==> src/rtl/mem_arbiter_pkg.sv <==
// Shared types and constants for the two-port memory arbiter.
package mem_arb_pkg;

    localparam int unsigned TIMEOUT_DEFAULT = 8;

    // Wide enough for the largest legal TIMEOUT (255).
    localparam int unsigned TIMER_W = 8;

    typedef enum logic [1:0] {
        ST_IDLE = 2'd0,
        ST_BUSY = 2'd1,
        ST_RESP = 2'd2
    } arb_state_e;

    typedef enum logic {
        PORT_I = 1'b0,
        PORT_D = 1'b1
    } port_id_e;

    // Round-robin pick: a lone requester always wins; on a tie the port
    // that was not served last wins.
    function automatic port_id_e pick_port(input logic i_req,
                                           input logic d_req,
                                           input port_id_e last_served);
        port_id_e pick;
        if (i_req && d_req) begin
            pick = (last_served == PORT_I) ? PORT_D : PORT_I;
        end else if (d_req) begin
            pick = PORT_D;
        end else begin
            pick = PORT_I;
        end
        return pick;
    endfunction

endpackage

==> src/rtl/mem_arbiter_if.sv <==
// Requester and memory-side signals of the arbiter, bundled as one interface.
// The arbiter uses the slave modport; the requesters and memory model use master.
interface mem_arbiter_if #(
    parameter int unsigned N = 64,
    parameter int unsigned A = 32
);
    logic          i_req;
    logic [A-1:0]  i_addr;
    logic [31:0]   i_rdata;
    logic          i_valid;
    logic          i_abort;

    logic          d_req;
    logic          d_we;
    logic [A-1:0]  d_addr;
    logic [N-1:0]  d_wdata;
    logic [N-1:0]  d_rdata;
    logic          d_valid;
    logic          d_err;

    logic          mem_req;
    logic          mem_we;
    logic [A-1:0]  mem_addr;
    logic [N-1:0]  mem_wdata;
    logic [N-1:0]  mem_rdata;
    logic          mem_ready;

    modport slave (
        input  i_req, i_addr,
        input  d_req, d_we, d_addr, d_wdata,
        input  mem_rdata, mem_ready,
        output i_rdata, i_valid, i_abort,
        output d_rdata, d_valid, d_err,
        output mem_req, mem_we, mem_addr, mem_wdata
    );

    modport master (
        output i_req, i_addr,
        output d_req, d_we, d_addr, d_wdata,
        output mem_rdata, mem_ready,
        input  i_rdata, i_valid, i_abort,
        input  d_rdata, d_valid, d_err,
        input  mem_req, mem_we, mem_addr, mem_wdata
    );

endinterface

==> src/rtl/mem_arbiter_timer.sv <==
// BUSY-phase watchdog: a down-counter loaded on clear and decremented while
// enabled. It reaches zero on the TIMEOUT-th enabled cycle after a clear,
// and expired flags that cycle.
module mem_arb_timer
    import mem_arb_pkg::*;
#(
    parameter int unsigned TIMEOUT = TIMEOUT_DEFAULT
) (
    input  logic clk,
    input  logic reset,
    input  logic clear,
    input  logic enable,
    output logic expired
);

    localparam logic [TIMER_W-1:0] LOAD = TIMER_W'(TIMEOUT - 1);

    logic [TIMER_W-1:0] count;

    // Load on clear, otherwise count down while enabled and hold at zero.
    always_ff @(posedge clk or posedge reset) begin
        if (reset) begin
            count <= '0;
        end else if (clear) begin
            count <= LOAD;
        end else if (enable && (count != '0)) begin
            count <= count - TIMER_W'(1);
        end
    end

    assign expired = enable && (count == '0);

endmodule

==> src/rtl/mem_arbiter.sv <==
// Two-port (instruction fetch / data) arbiter in front of a single memory.
// One transaction at a time: grant in IDLE, wait for mem_ready (bounded by
// the timer) in BUSY, pulse the owner's completion in RESP.
//
//   state   | meaning
//   --------+-----------------------------------------------------------
//   ST_IDLE | no transaction; grant on any request
//   ST_BUSY | mem_req high, waiting for mem_ready or timer expiry
//   ST_RESP | one-cycle valid pulse to the owner, then back to IDLE
module mem_arbiter
    import mem_arb_pkg::*;
#(
    parameter int unsigned N       = 64,
    parameter int unsigned A       = 32,
    parameter int unsigned TIMEOUT = TIMEOUT_DEFAULT
) (
    input logic          clk,
    input logic          reset,
    mem_arbiter_if.slave bus
);

    arb_state_e state;
    arb_state_e state_next;
    port_id_e   owner;
    port_id_e   pick;

    logic start;
    logic capture;
    logic abort;
    logic busy;
    logic expired;

    // owner doubles as the last-served flag: it only changes on a grant.
    assign pick = pick_port(bus.i_req, bus.d_req, owner);
    assign busy = (state == ST_BUSY);

    mem_arb_timer #(
        .TIMEOUT (TIMEOUT)
    ) u_timer (
        .clk     (clk),
        .reset   (reset),
        .clear   (start),
        .enable  (busy),
        .expired (expired)
    );

    // State register.
    always_ff @(posedge clk or posedge reset) begin
        if (reset) begin
            state <= ST_IDLE;
        end else begin
            state <= state_next;
        end
    end

    // Next state and per-cycle control strobes; mem_ready beats expiry.
    always_comb begin
        state_next = state;
        start      = 1'b0;
        capture    = 1'b0;
        abort      = 1'b0;
        case (state)
            ST_IDLE: begin
                if (bus.i_req || bus.d_req) begin
                    start      = 1'b1;
                    state_next = ST_BUSY;
                end
            end
            ST_BUSY: begin
                if (bus.mem_ready) begin
                    capture    = 1'b1;
                    state_next = ST_RESP;
                end else if (expired) begin
                    abort      = 1'b1;
                    state_next = ST_RESP;
                end
            end
            ST_RESP: begin
                state_next = ST_IDLE;
            end
            default: begin
                state_next = ST_IDLE;
            end
        endcase
    end

    // Grant and memory command: latched on grant, held for the whole BUSY phase.
    always_ff @(posedge clk or posedge reset) begin
        if (reset) begin
            owner         <= PORT_I;
            bus.mem_req   <= 1'b0;
            bus.mem_we    <= 1'b0;
            bus.mem_addr  <= '0;
            bus.mem_wdata <= '0;
        end else if (start) begin
            owner       <= pick;
            bus.mem_req <= 1'b1;
            if (pick == PORT_D) begin
                bus.mem_we    <= bus.d_we;
                bus.mem_addr  <= bus.d_addr;
                bus.mem_wdata <= bus.d_wdata;
            end else begin
                bus.mem_we    <= 1'b0;
                bus.mem_addr  <= bus.i_addr;
                bus.mem_wdata <= '0;
            end
        end else if (capture || abort) begin
            bus.mem_req <= 1'b0;
        end
    end

    // Responses: one-cycle valid pulses; read data only updates on a real read.
    always_ff @(posedge clk or posedge reset) begin
        if (reset) begin
            bus.i_valid <= 1'b0;
            bus.i_abort <= 1'b0;
            bus.i_rdata <= '0;
            bus.d_valid <= 1'b0;
            bus.d_err   <= 1'b0;
            bus.d_rdata <= '0;
        end else begin
            bus.i_valid <= 1'b0;
            bus.i_abort <= 1'b0;
            bus.d_valid <= 1'b0;
            bus.d_err   <= 1'b0;
            if (capture || abort) begin
                if (owner == PORT_I) begin
                    bus.i_valid <= 1'b1;
                    bus.i_abort <= abort;
                    if (capture) begin
                        bus.i_rdata <= bus.mem_rdata[31:0];
                    end
                end else begin
                    bus.d_valid <= 1'b1;
                    bus.d_err   <= abort;
                    if (capture && !bus.mem_we) begin
                        bus.d_rdata <= bus.mem_rdata;
                    end
                end
            end
        end
    end

endmodule

==> src/flat_wrapper.sv <==
// flat-port wrapper written by rule: the top's interface ports become plain ports
module mem_arbiter_flat import mem_arb_pkg::*;
#(
    parameter int unsigned N       = 64,
    parameter int unsigned A       = 32,
    parameter int unsigned TIMEOUT = TIMEOUT_DEFAULT
)
  (clk, reset, bus_i_req, bus_i_addr, bus_d_req, bus_d_we, bus_d_addr, bus_d_wdata, bus_mem_rdata, bus_mem_ready, bus_i_rdata, bus_i_valid, bus_i_abort, bus_d_rdata, bus_d_valid, bus_d_err, bus_mem_req, bus_mem_we, bus_mem_addr, bus_mem_wdata);
  mem_arbiter_if #(.N(N), .A(A)) bus_i ();
  input logic clk;
  input logic reset;
  input wire logic [$bits(bus_i.i_req)-1:0] bus_i_req;
  input wire logic [$bits(bus_i.i_addr)-1:0] bus_i_addr;
  input wire logic [$bits(bus_i.d_req)-1:0] bus_d_req;
  input wire logic [$bits(bus_i.d_we)-1:0] bus_d_we;
  input wire logic [$bits(bus_i.d_addr)-1:0] bus_d_addr;
  input wire logic [$bits(bus_i.d_wdata)-1:0] bus_d_wdata;
  input wire logic [$bits(bus_i.mem_rdata)-1:0] bus_mem_rdata;
  input wire logic [$bits(bus_i.mem_ready)-1:0] bus_mem_ready;
  output wire logic [$bits(bus_i.i_rdata)-1:0] bus_i_rdata;
  output wire logic [$bits(bus_i.i_valid)-1:0] bus_i_valid;
  output wire logic [$bits(bus_i.i_abort)-1:0] bus_i_abort;
  output wire logic [$bits(bus_i.d_rdata)-1:0] bus_d_rdata;
  output wire logic [$bits(bus_i.d_valid)-1:0] bus_d_valid;
  output wire logic [$bits(bus_i.d_err)-1:0] bus_d_err;
  output wire logic [$bits(bus_i.mem_req)-1:0] bus_mem_req;
  output wire logic [$bits(bus_i.mem_we)-1:0] bus_mem_we;
  output wire logic [$bits(bus_i.mem_addr)-1:0] bus_mem_addr;
  output wire logic [$bits(bus_i.mem_wdata)-1:0] bus_mem_wdata;
  assign bus_i.i_req = bus_i_req;
  assign bus_i.i_addr = bus_i_addr;
  assign bus_i.d_req = bus_d_req;
  assign bus_i.d_we = bus_d_we;
  assign bus_i.d_addr = bus_d_addr;
  assign bus_i.d_wdata = bus_d_wdata;
  assign bus_i.mem_rdata = bus_mem_rdata;
  assign bus_i.mem_ready = bus_mem_ready;
  assign bus_i_rdata = bus_i.i_rdata;
  assign bus_i_valid = bus_i.i_valid;
  assign bus_i_abort = bus_i.i_abort;
  assign bus_d_rdata = bus_i.d_rdata;
  assign bus_d_valid = bus_i.d_valid;
  assign bus_d_err = bus_i.d_err;
  assign bus_mem_req = bus_i.mem_req;
  assign bus_mem_we = bus_i.mem_we;
  assign bus_mem_addr = bus_i.mem_addr;
  assign bus_mem_wdata = bus_i.mem_wdata;
  mem_arbiter #(.N(N), .A(A), .TIMEOUT(TIMEOUT)) u_core (.clk(clk), .reset(reset), .bus(bus_i));
endmodule
==> config.mk <==
export PLATFORM = sky130hd
export DESIGN_NAME = mem_arbiter_flat
export DESIGN_NICKNAME = d
export VERILOG_FILES = /design/src/rtl/mem_arbiter_pkg.sv /design/src/rtl/mem_arbiter_if.sv /design/src/rtl/mem_arbiter_timer.sv /design/src/rtl/mem_arbiter.sv /design/src/flat_wrapper.sv
export SDC_FILE = /design/constraint.sdc
export NUM_CORES = 1
export LEC_CHECK = 0
export BUFFER_PORTS_ARGS = -buffer_cell sky130_fd_sc_hd__buf_2
export CAP_MARGIN = 25
export CORE_AREA = 3 3 152 154
export CTS_CLUSTER_SIZE = 20
export DETAILED_ROUTE_END_ITERATION = 7
export DIE_AREA = 0 0 155 157
export HOLD_SLACK_MARGIN = 0.06
export PLACE_DENSITY_LB_ADDON = 0.1
export SETUP_SLACK_MARGIN = 0.2
export SYNTH_ARGS = -nofsm -noshare
export SYNTH_HDL_FRONTEND = slang
export SYNTH_SLANG_ARGS = --single-unit
==> constraint.sdc <==
create_clock -name clk -period 17.8 [get_ports clk]
set_clock_uncertainty 0.1 [all_clocks]
set_input_delay 1.78 -clock clk [delete_from_list [all_inputs] [get_ports clk]]
set_output_delay 1.78 -clock clk [all_outputs]
set_load 0.02 [all_outputs]
# ---- Word-level counts from Yosys, hierarchy flattened
# Index checks and enable logic that the tools add are counted.
dict set report totals {
  in_bits 198
  reg_bits 209
  output_inout_bits 198
}
dict set report classes {
  n_reduce_logical 15
  add_sub_neg 1
  mux 28
  eq_ne 3
  n_bitwise 1
}
# op n
set op_table {}
lappend op_table {{2-to-1 mux 64 bit} 1}
lappend op_table {{2-to-1 mux 32 bit} 1}
lappend op_table {{2-to-1 mux 1 bit} 20}
lappend op_table {{2-to-1 mux 8 bit} 2}
lappend op_table {{logical NOT 8 bit} 1}
lappend op_table {{nonzero test 8 bit} 1}
lappend op_table {{subtractor 8 x 1 -> 8 bit (second input constant)} 1}
lappend op_table {{2-to-1 mux 2 bit} 3}
lappend op_table {{AND reduction 3 bit} 2}
lappend op_table {{logical AND 1 bit} 4}
lappend op_table {{case mux 2 bit (2 select lines)} 1}
lappend op_table {{nonzero test 2 bit} 2}
lappend op_table {{inequality test 3 x 2 -> 1 bit (second input constant)} 1}
lappend op_table {{== test 2 x 1 -> 1 bit (second input constant)} 1}
lappend op_table {{logical NOT 2 bit} 1}
lappend op_table {{logical OR 1 bit} 2}
lappend op_table {{inequality test 2 x 1 -> 1 bit (second input constant)} 1}
lappend op_table {{AND reduction 2 bit} 1}
lappend op_table {{logical NOT 1 bit} 1}
lappend op_table {{inverter 1 bit} 1}

# ---- Depth between registers and ports, before layout
# Gate-level depths: netlist (run 1).
dict set report depth {
  word_depth 8
  ltp_mapped 6
}

# ---- Cells and area by module
# A second synthesis (run 1) with hierarchy kept.
dict set report unflattened {
  cells_unflattened 529
  area_unflattened_um2 8245.4
}
# mod area_per_inst_um2 seq_area_each_um2 n_inst cells_per_inst
set by_module_without_submodules {}
lappend by_module_without_submodules {mem_arbiter 7778.7 5029.8 1 480}
lappend by_module_without_submodules {mem_arb_timer 466.7 200.2 1 49}

# ---- Least setup slack after synthesis (run 1)
# Ideal clock, no wire load.
dict set report synth_timing {
  path_type {input port to flip-flop}
  startpoint {input port bus_d_req}
  endpoint {register u_core.bus.mem_wdata[10]}
  stages 6
  required_time_ns 17.579
  slack_ns 14.891
  n_path_buf 3
  arrival_ns 2.688
  path_cell_list {a21boi_1 -> buf_2 -> and2_1 -> buf_2 -> buf_2 -> a22o_1}
}
dict set report synth_between {
  elab_chain_cells 3
  elab_cells_between_ends 7
  classes_between {mux: 5; reduce/logical: 2}
}
# element line_no
set synth_rtl {}
lappend synth_rtl {{start, declared} flat_wrapper.sv:14} ;# input wire logic [$bits(bus_i.d_req)-1:0] bus_d_req;
lappend synth_rtl {{2-to-1 mux 1 bit (tied with other cells)} mem_arbiter_pkg.sv:28} ;# end else if (d_req) begin
lappend synth_rtl {{2-to-1 mux 1 bit, on equally long branches} {mem_arbiter_pkg.sv:26, mem_arbiter.sv:64}}
lappend synth_rtl {{2-to-1 mux 64 bit or 2-to-1 mux 1 bit (tied branches)} {mem_arbiter.sv:98, mem_arbiter.sv:62}}
lappend synth_rtl {{end signal, assigned} mem_arbiter.sv:101} ;# bus.mem_wdata <= bus.d_wdata;
lappend synth_rtl {{end, declared} mem_arbiter_if.sv:34} ;# output mem_req, mem_we, mem_addr, mem_wdata
# Parallel ways exist; a longest one is shown, timed or not.
# A chain may end at the register's enable or synchronous reset.

# ---- Final worst setup path (run 1)
dict set report layout_timing {
  startpoint {input port bus_d_req}
  endpoint {register u_core.bus.mem_wdata[32]}
}
# The elaborated chain is that of the path after synthesis.

==> qor.csv, run 1 <==
metric,value,unit
status,finished clean,
antenna_found_initial,8,
rr_worst_depth,5,
initialDrtViolationCount,222,
hold_slack,370,ps
p_switching,0.844,mW
worstSetupEndpointType,flop,
cts_buffers,24,
hold_viol,0,
clockPowerShare,23.7,%
period_share,18.2,%
synth_cells,557,
ir_worst_vdd,0.0000702,V
grt_usage,18.0,%
firstDrtPassIters,6,
cts_resized,0,
drc_errors,0,
htree_levels,1,
synth_top_flop_cell,dfrtp_1,
die_area,24300,µm²
die_y,157,µm
grt_pass1_wl,34500,µm
min_to,u_core.bus.mem_addr[1]$_DFFE_PP0P_,
synthArstFlopShare,100,%
min_period,3250,ps
ys_ff_latch,209,
power.density,197,nW/µm²
syn_area,8060,µm²
synth_cell_types,41,
cts-root-buf,clkbuf_16,
ys_seq_area_share,64.9,%
post-place-ws,13980,ps
die_width,155,µm
via_count,5897,
fin_util,51.2,%
tightestPinTransition,1020,ps
worstHoldPathCells,2,
drt_wl_total,22900,µm
tns,0,ps
synth-edff-count,0,
critPathRequiredTime,18140,ps
arrival,3590,ps
hp-class,reg2reg,
maxCapViolCount,0,
core-area,21800,µm²
slew_viol_final,0,
setup_ws,14550,ps
grt_max_degree,142,
wl_per_cell,18.3,µm
r2r-end,u_core.bus.mem_wdata[32]$_DFFE_PP0P_,
grt_pass1_vias,5969,
cts_sinks,209,
fillerInstances,2042,
postCtsSetupBuffers,0,
avgSynthCellArea,14.5,µm²
clockBufferDepth,3,
internal-power,1.36,mW
r2r_slack,15400,ps
ant_nets,0,
rows,54,
pwr-share-seq,36.0,%
via_per_inst,4.71,
max-slew-margin-rel,31.9,%
ctsHoldBuffers,0,
rsz0062_at_grt,no,
drive_above_1_share,55.1,%
port-buffer-count,395,
setup_viol,0,
dp_hpwl,16900,µm
cts_tree,built,
syn-num-nets,757,
pin_count,396,
r2r_start,u_core.owner$_DFFE_PP0P_,
insertion_delay,510,ps
initial_core_util,36.9,%
yosysWarnings,0,
critPathKind,in2reg,
grt-ovfl-total,0,
p_comb_share,40.4,%
routabilityCongestion,0.808,
area_delta_synth_final,38.6,%
crit_fanout,66,
hp-start,u_core.bus.mem_addr[1]$_DFFE_PP0P_,
p_leak,5.75,nW
path_clk_slew,60,ps
fin_nets,1151,
start_kind,input port,
power_switching_share,38.3,%
fmax,308,MHz
[final cells by class]
cell class                      count  area, µm²  share of cell area (%)
Inverter                            4       22.5                   0.201
Timing Repair Buffer              403       2060                    18.4
Tap cell                          280        350                    3.13
Sequential cell                   209       5230                    46.8
Antenna cell                        4       10.0                  0.0896
Clock inverter                      9        159                    1.42
Clock buffer                       34        698                    6.25
Multi-Input combinational cell    309       2650                    23.7
[cell families (layout without fill, tap and decap cells)]
group                      after synthesis  count (layout)  share of synthesized area [%]
other                                    0               4                              0
muxes                                  130             130                           17.6
xor gates and xnor gates                 3               3                          0.326
DFF                                    209             209                           64.9
buffers and inverters                   39             450                           2.68
and+or+nand+nor                         63              63                           3.86
adders and majority gates                2               2                          0.310
AOI/OAI and AO/OA                      111             111                           10.3
[cells in the mapped netlist, types with 4 or more instances]
cell | n | area, µm²
clkbuf_1 | 11 | 41.3
buf_6 | 6 | 67.6
nand2_1 | 37 | 139
mux2i_1 | 34 | 340
nor2_1 | 4 | 15.0
o21ai_0 | 35 | 175
inv_1 | 4 | 15.0
a22o_1 | 65 | 569
dfrtp_1 | 209 | 5230
buf_2 | 17 | 85.1
mux2_1 | 16 | 180
mux2_2 | 80 | 901
[how the worst max path moves through the flow]
stage                                                      end  cells past startpoint      start  slack (ps)
after CTS                  u_core.bus.mem_addr[13]$_DFFE_PP0P_                      5  bus_d_req       14550
after detailed placement   u_core.bus.mem_addr[13]$_DFFE_PP0P_                      5  bus_d_req       13980
after floorplan                     u_core.bus.d_err$_DFF_PP0_                      1      reset       10210
after global routing        u_core.bus.mem_addr[5]$_DFFE_PP0P_                      5  bus_d_req       14360
final                     u_core.bus.mem_wdata[32]$_DFFE_PP0P_                      6  bus_d_req       14550
after global placement       u_core.bus.d_rdata[3]$_DFFE_PP0P_                      3      reset       14040
[layer usage]
layer / vias to the layer above / global-route usage (%) / wire length (µm)
li1: 2816 / - / -
met1: 2769 / 21.8 / 8920
met2: 270 / 30.5 / 11200
met3: 36 / 6.19 / 2250
met4: 6 / 5.63 / 510
met5: - / 0 / 33
[placed cells by master (no fill, tap or decap), drive strengths merged, types with 2 or more instances in the layout]
master and count:
nor4b 2, and2 2, nor4 3, dfrtp 209, or4 2, nor3 3, inv 4, nand2 38
clkinv 4, xnor2 2, o21ai 37, nor3b 2, mux2i 34, clkbuf 34, diode 4, a22o 65
mux2 96, o211ai 2, bufinv 4, ha 2, nor2 5, a21oi 2, buf 403
[stage by stage]
step	area (µm²)	instances	total power, mW
detailed placement	10300	1204	1.71
floorplan	8060	557	1.37
global placement	10300	1204	1.70
global route	11200	1252	2.34
finish	11200	1252	2.21
CTS	11100	1247	2.24
[worst max-delay path, cell delays in order]
cell and delay [ps]:
buf_2 120, a21boi_4 160, buf_4 440, and2_2 230, buf_4 540, a22o_1 230
[sequential cells by signal, summed over array words and instances, names as in the netlist]
register,flops
u_core.state,2
u_core.bus.d_err,1
u_core.bus.mem_we,1
u_core.bus.i_valid,1
u_core.bus.i_abort,1
u_core.bus.d_rdata,64
u_core.bus.d_valid,1
u_core.bus.mem_req,1
u_core.bus.mem_addr,32
u_core.owner,1
u_core.bus.mem_wdata,64
u_core.bus.i_rdata,32
u_core.u_timer.count,8
[power groups by stage]
stage          logic [mW]  registers [mW]  clock network (mW)
6_report            0.890           0.793               0.522
5_1_grt             0.960           0.822               0.559
4_1_cts             0.908           0.796               0.539
3_5_place_dp        0.912           0.798                   0
3_3_place_gp        0.901           0.797                   0
2_1_floorplan       0.324            1.05                   0
No activity file was read; power rests on OpenSTA's default activity.
==> run 2, diff against run 1 <==
clock period = 3.02 ns   (was 17.8 ns; I/O delays follow)
==> qor.csv, run 2 (synthesized netlist as in run 1, its figures left out) <==
metric,value,unit,change
max-slew-margin-rel,47.6,%,was 31.9%
fmax,421,MHz,
grt_usage,18.9,%,was 18.0%
via_per_inst,4.63,,was 4.71
hp-class,in2reg,,was reg2reg
grt_max_degree,98,,was 142
ir_worst_vdd,0.000492,V,was 0.0000702 V
insertion_delay,510,ps,about the same
r2r_start,u_core.owner$_DFFE_PP0P_,,unchanged
rows,54,,unchanged
rsz0062_at_grt,no,,unchanged
routedLengthMet1,9360,µm,was 8920 µm
setup_ws,647,ps,was 14550 ps
grt_pass1_vias,7002,,was 5969
ant_nets,0,,unchanged
pin_count,396,,unchanged
dp_hpwl,15900,µm,was 16900 µm
met2_length,11900,µm,was 11200 µm
initialDrtViolationCount,247,,was 222
antenna_found_initial,1,,was 8
path_clk_slew,60,ps,about the same
via_count,6683,,was 5897
htree_levels,1,,unchanged
core-area,21800,µm²,unchanged
highest_layer,met5,,unchanged
drt_wl_total,24200,µm,was 22900 µm
arrival,2620,ps,was 3590 ps
p_leak,6.52,nW,was 5.75 nW
firstDrtPassIters,4,,was 6
met3WireLength,2130,µm,was 2250 µm
crit_fanout,30,,was 66
fillerInstances,1777,,was 2042
clockBufferDepth,3,,unchanged
die_width,155,µm,unchanged
grt-ovfl-total,0,,unchanged
multi_input_area,2650,µm²,unchanged
wl_per_cell,16.8,µm,was 18.3 µm
die_y,157,µm,unchanged
post-place-ws,1010,ps,was 13980 ps
worstSetupEndpointType,flop,,unchanged
tightestPinTransition,786,ps,was 1020 ps
die_area,24300,µm²,unchanged
reg_top3,"u_core.bus.d_rdata x64, u_core.bus.mem_wdata x64",,unchanged
placed_area,10300,µm²,about the same
cts_sinks,209,,unchanged
slew_viol_final,0,,unchanged
drc_errors,0,,unchanged
crit_end,u_core.bus.mem_addr[27]$_DFFE_PP0P_,,was u_core.bus.mem_wdata[32]$_DFFE_PP0P_
port-buffer-count,395,,unchanged
final_area,13100,µm²,was 11200 µm²
hold_viol,0,,unchanged
final_cell_mix,"395 x buf_2, 209 x dfrtp_1, 195 x dlygate4sd3_1, 80 x mux2_2, 65 x a22o_1",,"was 395 x buf_2, 209 x dfrtp_1, 80 x mux2_2, 65 x a22o_1, 37 x nand2_1"
min_period,2370,ps,
grt_pass1_wl,37200,µm,was 34500 µm
cts_tree,built,,unchanged
critPathKind,reg2reg,,was in2reg
regArea,5230,µm²,unchanged
area_delta_synth_final,62.0,%,was 38.6%
status,finished clean,,unchanged
maxCapViolCount,0,,unchanged
drive_above_1_share,45.7,%,was 55.1%
rr_worst_depth,5,,unchanged
startpoint,u_core.owner$_DFFE_PP0P_,,was bus_d_req
cts_buffers,23,,was 24
cts-root-buf,clkbuf_16,,unchanged
start_kind,flop,,was input port
setup_viol,0,,unchanged
initial_core_util,36.9,%,unchanged
cts_resized,0,,unchanged
power.density,995,nW/µm²,was 197 nW/µm²
fin_nets,1346,,was 1151
period_share,78.6,%,
final_common_cell,buf_2,,unchanged
r2r_slack,650,ps,was 15400 ps
routabilityCongestion,0.768,,was 0.808
r2r-end,u_core.bus.mem_addr[27]$_DFFE_PP0P_,,was u_core.bus.mem_wdata[32]$_DFFE_PP0P_
critPathRequiredTime,3270,ps,was 18140 ps
-- run 2: cell types whose count changed in the layout (fill, tap and decap cells not counted), moves of 2 or more --
cell           delta
bufinv_16         -2
buf_4             -2
diode_2           -3
buf_12            +4
dlygate4sd3_1   +195
-- run 2: worst min path at each step --
stage	start	endpoint	slack, ps	depth (start not counted)
after CTS	bus_d_req	u_core.u_timer.count[5]$_DFFE_PP0P_	160	3
after global routing	bus_d_req	u_core.u_timer.count[5]$_DFFE_PP0P_	180	3
final	bus_d_req	u_core.u_timer.count[5]$_DFFE_PP0P_	180	3
after floorplan	bus_mem_ready	u_core.bus.d_err$_DFF_PP0_	270	1
after global placement	reset	u_core.bus.mem_wdata[30]$_DFFE_PP0P_	320	2
after detailed placement	reset	u_core.bus.mem_wdata[30]$_DFFE_PP0P_	310	2
-- run 2: what timing repair did --
item,CTS,global route
hold endpoints to repair,219,0
endpoints found under the setup margin,0,0
hold buffers,195,0
buffers inserted,0,0
-- run 2: metrics by stage --
stage	instances	total power, mW	setup TNS (ps)	hold slack (ps)	util (%)
after global routing	1441	13.8	0	176	59.8
after detailed placement	1206	10.0	0	314	47.4
after floorplan	557	8.08	-20110	273	-
final	1442	13.0	0	179	59.8
after CTS	1441	13.2	0	159	59.8
after global placement	1206	9.96	0	316	47.4
-- run 2: power by group --
group	switching [mW]	internal, mW	total, mW	leakage [nW]
Sequential	0.631	4.04	4.68	2.59
Combinational	3.25	2.26	5.51	3.56
Clock	1.11	1.69	2.80	0.373
Total	4.99	8.00	13.0	6.52
-- run 2: final cells by class --
cell class                 instances  area share, %
sequential                       209           40.1
antenna                            1         0.0192
multi-input combinational        309           20.3
inverter                           4          0.144
clock buffer                      32           5.05
clock inverter                     8          0.767
tap                              280           2.68
timing repair buffer             599           31.0
-- run 2: per-layer routing --
metal / vias up / global-route usage, %
li1: 3196 / -
met1: 3144 / 22.2
met2: 287 / 32.8
met3: 54 / 5.88
met4: 2 / 6.52
met5: - / 0
-- run 2: worst max-delay path, stage by stage, from the launching register on --
cell and delay (ps):
dfrtp_1 500, a21boi_4 250, buf_4 450, mux2i_1 260, dlygate4sd3_1 580, o21ai_0 70
